==> src/rtl/rf_wb_arbiter.sv <==
// Round-robin arbiter for the single register-file write port, plus a per-register
// busy scoreboard that decode uses to stall on RAW hazards.
module rf_wb_arbiter #(
    parameter int NREQ = 3,
    parameter int XLEN = 32,
    parameter int AW   = 5
) (
    input  logic                 clk,
    input  logic                 rst,
    input  logic [NREQ-1:0]      req_valid,
    output logic [NREQ-1:0]      req_ready,
    input  logic [NREQ*AW-1:0]   req_rd,
    input  logic [NREQ*XLEN-1:0] req_data,
    input  logic                 rsv_valid,
    input  logic [AW-1:0]        rsv_rd,
    input  logic [AW-1:0]        rs1,
    input  logic [AW-1:0]        rs2,
    output logic                 rs1_busy,
    output logic                 rs2_busy,
    output logic [2**AW-1:0]     busy_mask,
    output logic                 rfwr,
    output logic [AW-1:0]        rfrd,
    output logic [XLEN-1:0]      rfD
);
    localparam int NREG = 2**AW;
    localparam int PW   = $clog2(NREQ);

    logic [PW-1:0]   ptr_q, ptr_d;
    logic [PW-1:0]   gnt_idx;
    logic [NREQ-1:0] gnt;
    logic            xfer;
    int              scan_idx;
    logic [AW-1:0]   xfer_rd;
    logic [XLEN-1:0] xfer_data;
    logic [NREG-1:0] busy_q, busy_d;
    logic            rfwr_q;
    logic [AW-1:0]   rfrd_q;
    logic [XLEN-1:0] rfd_q;

    // Scan from ptr upward (mod NREQ); no grants while reset is held.
    always_comb begin
        gnt      = '0;
        gnt_idx  = '0;
        xfer     = 1'b0;
        scan_idx = 0;
        for (int k = 0; k < NREQ; k++) begin
            scan_idx = (int'(ptr_q) + k) % NREQ;
            if (!rst && !xfer && req_valid[scan_idx]) begin
                xfer          = 1'b1;
                gnt[scan_idx] = 1'b1;
                gnt_idx       = PW'(scan_idx);
            end
        end
    end

    assign req_ready = gnt;
    assign xfer_rd   = req_rd[gnt_idx*AW +: AW];
    assign xfer_data = req_data[gnt_idx*XLEN +: XLEN];

    always_comb begin
        ptr_d = ptr_q;
        if (xfer) begin
            ptr_d = (gnt_idx == PW'(NREQ-1)) ? '0 : gnt_idx + PW'(1);
        end
    end

    // Set beats clear so a same-cycle re-reservation keeps the new owner's bit.
    assign busy_d[0] = 1'b0;
    generate
        for (genvar gi = 1; gi < NREG; gi++) begin : g_busy
            assign busy_d[gi] = (rsv_valid && rsv_rd == AW'(gi)) ||
                                (busy_q[gi] && !(xfer && xfer_rd == AW'(gi)));
        end
    endgenerate

    always_ff @(posedge clk or posedge rst) begin
        if (rst) begin
            ptr_q  <= '0;
            busy_q <= '0;
            rfwr_q <= 1'b0;
            rfrd_q <= '0;
            rfd_q  <= '0;
        end else begin
            ptr_q  <= ptr_d;
            busy_q <= busy_d;
            rfwr_q <= xfer && (xfer_rd != '0);
            if (xfer) begin
                rfrd_q <= xfer_rd;
                rfd_q  <= xfer_data;
            end
        end
    end

    assign rfwr      = rfwr_q;
    assign rfrd      = rfrd_q;
    assign rfD       = rfd_q;
    assign busy_mask = busy_q;

    // The bypass term covers the write parked in the output register.
    assign rs1_busy = busy_q[rs1] || (rfwr_q && rfrd_q == rs1 && rs1 != '0);
    assign rs2_busy = busy_q[rs2] || (rfwr_q && rfrd_q == rs2 && rs2 != '0);
endmodule
==> config.mk <==
export PLATFORM = sky130hd
export DESIGN_NAME = rf_wb_arbiter
export DESIGN_NICKNAME = d
export VERILOG_FILES = /design/src/rtl/rf_wb_arbiter.sv
export SDC_FILE = /design/constraint.sdc
export NUM_CORES = 1
export LEC_CHECK = 0
export CAP_MARGIN = 0
export CORE_AREA = 2 2 107 109
export DETAILED_ROUTE_END_ITERATION = 6
export DIE_AREA = 0 0 109 111
export GPL_TIMING_DRIVEN = 0
export PLACE_DENSITY_LB_ADDON = 0.25
export REMOVE_ABC_BUFFERS = 1
export SLEW_MARGIN = 5
export SYNTH_ARGS = -nofsm -noshare
export SYNTH_HDL_FRONTEND = slang
export SYNTH_SLANG_ARGS = --single-unit
==> constraint.sdc <==
create_clock -name clk -period 4 [get_ports clk]
set_input_delay 0.8 -clock clk [delete_from_list [all_inputs] [get_ports clk]]
set_output_delay 0.8 -clock clk [all_outputs]
set_load 0.01 [all_outputs]
==> results.cfg, run 1 <==
[power_and_ir_drop]
power_density_nw_per_um2 = 754
ir_drop_v = 0.000310
leakage_uw = 0.00279
p_total_uw = 5350

[sta]
worst_pin_slew_ns = 0.785
setup_violations = 0
finalMaxSlewViolations = 0
finalSetupTns_ns = 0
period_needed_ns = 3.90
fin_skew_ns = 0.00623
max_slew_margin_pct = 47.6
hold_viol_final = 0
whs_ns = 0.477
timing.fmax_mhz = 256
rsz0062_at_grt = no
min_period_over_period_pct = 97.5

[cts]
cts_made_buffers = 9
postCtsHoldBufs = 0
clock-root-buffer = clkbuf_16
post_cts_resized = 10
clock-sinks = 71
cts-htree-levels = 3
postCtsSetupBuffers = 0
insertion_delay_ns = 0.33
cts_tree = yes
cts.clk_slew.worst_paths_ns = 0.05
clockBufferDepth = 2

[drt]
ant_nets = 0
route.met3.wl_um = 1160
highest_layer = met4
drt-wirelength-per-cell_um = 17.6
wl_met1_um = 5620
drc = 0
drtPass1Iterations = 7
drtIter0Drc = 443
wirelength_um = 15100
vias_per_cell = 5.59
vias = 4804
wl_met2_um = 8060

[setup_path]
cp.arrival_ns = 3.10
critPathRequiredTime_ns = 3.20
crit_buf_inv = 2
start_kind = primary input
slowest_delay_ns = 0.57
cp-end-kind = output port
slowest_stage = mux4_2
cpLargestDelayFamily = multiplexers
crit_top_cell = mux4_2
crit_fanout = 10
crit_chain = clkdlybuf4s15_2, mux4_2, mux4_2, a311oi_1, a21oi_1, clkdlybuf4s50_1
critPathKind = primary input to output port

[grt]
antenna_found_initial = 0
grt_overflow = 0
grt_usage_pct = 25.4
grt_pass1_wl_um = 23900
first_global_vias = 4800
grt_start_max_net_pins = 40

[status]
status = complete, no violations

[placed_design]
port_buffers = 205
place_congestion = 0.864
dp_hpwl_um = 11700

[floorplanning]
fp.dieW_um = 109
row_count = 39
initial_utilization_pct = 41.7
die_area_sq_um = 12100
core_sq_um = 11100
io-pin-count = 207
die_y_um = 111

[finish]
fillers = 956
drive_gt1_share_pct = 9.90
area_delta_synth_final_pct = 53.7
antenna_cells = 0
postLayoutCoreUtil_pct = 64.1
final_cell_mix = clkdlybuf4s50_1, nor2_1, dfrtp_1
final_common_cell = clkdlybuf4s50_1
fin_nets = 848

[logic_synthesis]
synth.largest_area_cell = dfrtp_1
synth_area_leaders = dfrtp_1, mux4_2, nor2_1, mux2i_1, nand2_1
synth_area_sq_um = 4620
synth-edff-count = 0
synth_mux_area_share_pct = 14.7
yosysTopAreaCellShare_pct = 38.5
synth-adder-area-share_pct = 1.08
synth-simple-area-share_pct = 18.6
synthCells = 527
yosys.cell_types.count = 52
ys_ff_latch = 71
synth_xor_area_share_pct = 1.52
async_flop_share_pct = 100
ys.warnings.count = 0
synth_ff_type = dfrtp_1
avgSynthCellArea_sq_um = 8.76
seq_area_frac_synth_pct = 38.5
synth-compound-area-share_pct = 20.9
synth_top_family_by_area = compound AO/OA/AOI/OAI gates

[hold_path]
hold_path_class = flop to flop

[run]
cap_violations = 0
-- metrics by stage --
step	setup slack (ns)	area (sq um)	cells
after floorplan	-1.34	4440	491
final	0.0995	7100	860
after detailed placement	-0.537	6790	844
after CTS	0.0154	7090	860
after global placement	-4.64	6670	839
after global routing	0.0285	7100	860
-- routing by layer --
metal  up-vias  global-route usage, %
met2       223                   45.9
met4         0                   8.46
met5         -                      0
li1       2265                      -
met1      2293                   29.5
met3        23                   5.17
-- report_power, final --
group	internal (uW)	switching, uW
Clock	487	310
Sequential	1080	332
Combinational	1550	1580
-- cell usage after synthesis, types with 4 or more instances --
cell / instances
a21oi_1: 31
a22oi_1: 20
a31oi_1: 35
buf_2: 13
buf_4: 7
clkbuf_1: 13
dfrtp_1: 71
ha_1: 4
inv_1: 8
mux2i_1: 24
mux4_2: 18
nand2_1: 61
nand3_1: 7
nor2_1: 102
nor2_2: 7
nor2b_1: 6
o21ai_0: 31
o21ai_1: 13
xnor2_1: 4
xor2_1: 4
-- layout make-up --
class / instances / area, sq um / area share [%]
sequential: 71 / 1780 / 25.0
timing repair buffer: 210 / 2150 / 30.2
inverter: 9 / 38.8 / 0.546
clock buffer: 10 / 229 / 3.23
tap: 143 / 179 / 2.52
clock inverter: 6 / 70.1 / 0.987
multi-input combinational: 411 / 2660 / 37.4
-- sequential cells by signal (all words and copies together), names as in the netlist --
name,count
busy_mask,31
ptr_q,2
rfrd,5
rfD,32
rfwr,1
-- final timing paths --
| kind | startpoint | to | slack, ns | cells after the start |
|---|---|---|---|---|
| max | rs1[0] | rs1_busy | 0.1 | 6 |
| max in group asynchronous | rst | busy_mask[13] | 2.30 | 3 |
| min reg2reg | rfD[23] | rfD[23] | 0.48 | 2 |
| min | rfD[23] | rfD[23] | 0.48 | 2 |
| min in group asynchronous | rst | rfD[1] | 1.17 | 2 |
| max reg2reg | ptr_q[0] | rfD[27] | 0.40 | 10 |
-- worst reg2reg max path, stage by stage (launching register included) --
cell and delay (ns):
dfrtp_1 0.39, inv_1 0.11, ha_1 0.46, mux2i_1 0.16, o21ai_2 0.27, o21ai_1 0.16, a211o_2 0.40, nor2_4 0.51
buf_16 0.24, or2_1 0.53, o21ai_0 0.22
-- cell families (layout without fill, tap and decap cells) --
| logic type | after synthesis | count (layout) |
|---|---|---|
| fa+ha+maj | 4 | 4 |
| mux | 45 | 45 |
| other cells | 1 | 1 |
| simple gates | 200 | 200 |
| buf+inv | 45 | 235 |
| flops | 71 | 71 |
| xor+xnor | 8 | 8 |
| compound gates | 153 | 153 |
(Power assumes the default switching activity.)
==> run 2: changes to the inputs <==
Settings changed: RECOVER_POWER set to 25.
==> run 2 against run 1 <==
Against the previous run: the flow now finishes with violations (capacitance limit, slew limit); worst hold slack is the same; cell area shrank 0.11%; routed wire length shrank 0.57%; cell count is the same; sequential share of layout area is essentially flat; power shrank 0.14%.
==> results.cfg, run 2 (same netlist as run 1, synthesis figures left out) <==
[cts]
clock-sinks = 71
cts_made_buffers = 9
postCtsSetupBuffers = 0
cts-htree-levels = 3
cts.clk_slew.worst_paths_ns = 0.05
clock-root-buffer = clkbuf_16
clockBufferDepth = 2
cts_tree = yes
insertion_delay_ns = 0.33
postCtsHoldBufs = 0

[hold_path]
hold_path_end = rfD[23]
holdCritStartpoint = rfD[23]
hold_depth = 2
hold_path_class = flop to flop

[floorplanning]
row_count = 39
initial_utilization_pct = 41.7
die_area_sq_um = 12100
io-pin-count = 207
core_sq_um = 11100
die_y_um = 111
fp.dieW_um = 109

[drt]
drt-wirelength-per-cell_um = 17.5
drtPass1Iterations = 5
vias_per_cell = 5.53
drtIter0Drc = 369
vias = 4760
wirelength_um = 15000
ant_nets = 0
drc = 0

[finish]
largest_register_ffs = 32
drive_gt1_share_pct = 9.76
area_delta_synth_final_pct = 53.6
fin_nets = 848
final_cell_mix = clkdlybuf4s50_1, nor2_1, dfrtp_1
layout.cells.non_filler = 860
final_common_cell = clkdlybuf4s50_1
antenna_cells = 0
fillers = 958

[placed_design]
place_congestion = 0.864
port_buffers = 205
dp_hpwl_um = 11700
dp.cells = 844

[sta]
hold_viol_final = 0
setup_violations = 0
worst_pin_slew_ns = 1.76
whs_ns = 0.477
min_period_over_period_pct = 97.5
timing.fmax_mhz = 256
max_slew_margin_pct = -17.2
fin_skew_ns = 0.00752
rsz0062_at_grt = no
period_needed_ns = 3.90
finalMaxSlewViolations = 40

[setup_path]
cp.arrival_ns = 3.10
r2r_cells = 10
critPathRequiredTime_ns = 3.20
reg2reg_to = rfD[27]
critPathKind = primary input to output port
r2r_start = ptr_q[0]
rrSetupSlack_ns = 0.39
start_kind = primary input
cp-end-kind = output port
crit_fanout = 10

[power_and_ir_drop]
p_total_uw = 5340
ir_drop_v = 0.000307
leakage_uw = 0.00280
power_density_nw_per_um2 = 753

[run]
cap_violations = 1

[grt]
first_global_vias = 4800
grt_pass1_wl_um = 23900
grt_usage_pct = 25.4
grt_overflow = 0
antenna_found_initial = 0
grt_start_max_net_pins = 40

[status]
status = finished, violations left
violations = capacitance limit, slew limit
run 2: timing repair:
action,in CTS,in global routing
gates resized for setup,10,5
endpoints found under the setup margin,18,18
cloned,0,0
run 2: final cells by class:
class	instances	area [sq um]	share of cell area, %
clock buffer	10	229	3.23
timing repair buffer	210	2140	30.2
multi-input combinational	411	2660	37.5
sequential	71	1780	25.1
inverter	9	38.8	0.547
tap	143	179	2.52
clock inverter	6	70.1	0.988
run 2: critical path, stage by stage:
cell             delay [ns]
clkdlybuf4s15_2        0.41
mux4_2                 0.57
mux4_2                 0.48
a311oi_1               0.28
a21oi_1                0.06
clkdlybuf4s50_1        0.48
run 2: worst max path at each step:
stage,depth (start not counted),end,slack (ns),start
finish,6,rs1_busy,0.10,rs1[0]
global route,6,rs1_busy,0.03,rs1[0]
CTS,6,rs1_busy,0.02,rs1[1]
detailed placement,8,busy_mask[5],-0.54,rst
global placement,7,busy_mask[13],-4.64,rst
floorplan,10,busy_mask[10],-1.34,ptr_q[0]
run 2: routing by layer:
metal / track usage, % / part of all wire [%] / routed length, um / up-vias
met4: 8.46 / 2.1 / 310 / 0
met5: 0 / 0 / 0 / -
li1: - / - / - / 2262
met2: 45.9 / 53 / 7990 / 198
met3: 5.17 / 7.4 / 1120 / 23
met1: 29.5 / 37 / 5620 / 2277
run 2: stage by stage:
stage | setup WS (ns) | setup TNS, ns | utilization, % | cell area (sq um)
6_report | 0.101 | 0 | 64.0 | 7090
4_1_cts | 0.0154 | 0 | 64.0 | 7090
3_3_place_gp | -4.64 | -317.57 | 60.2 | 6670
3_5_place_dp | -0.537 | -11.28 | 61.3 | 6790
5_1_grt | 0.0289 | 0 | 64.0 | 7090
2_1_floorplan | -1.34 | -81.31 | - | 4440
run 2: where the power goes:
group	leakage (uW)	switching, uW	internal, uW
sequential	0.000864	332	1080
combinational	0.00179	1580	1550
clock	0.000147	310	487
==> run 3: changes to the inputs <==
Settings changed: CAP_MARGIN 0 to 20.
==> results of run 3 <==
No change in the layout: final DEF, timing and power equal those of run 2.
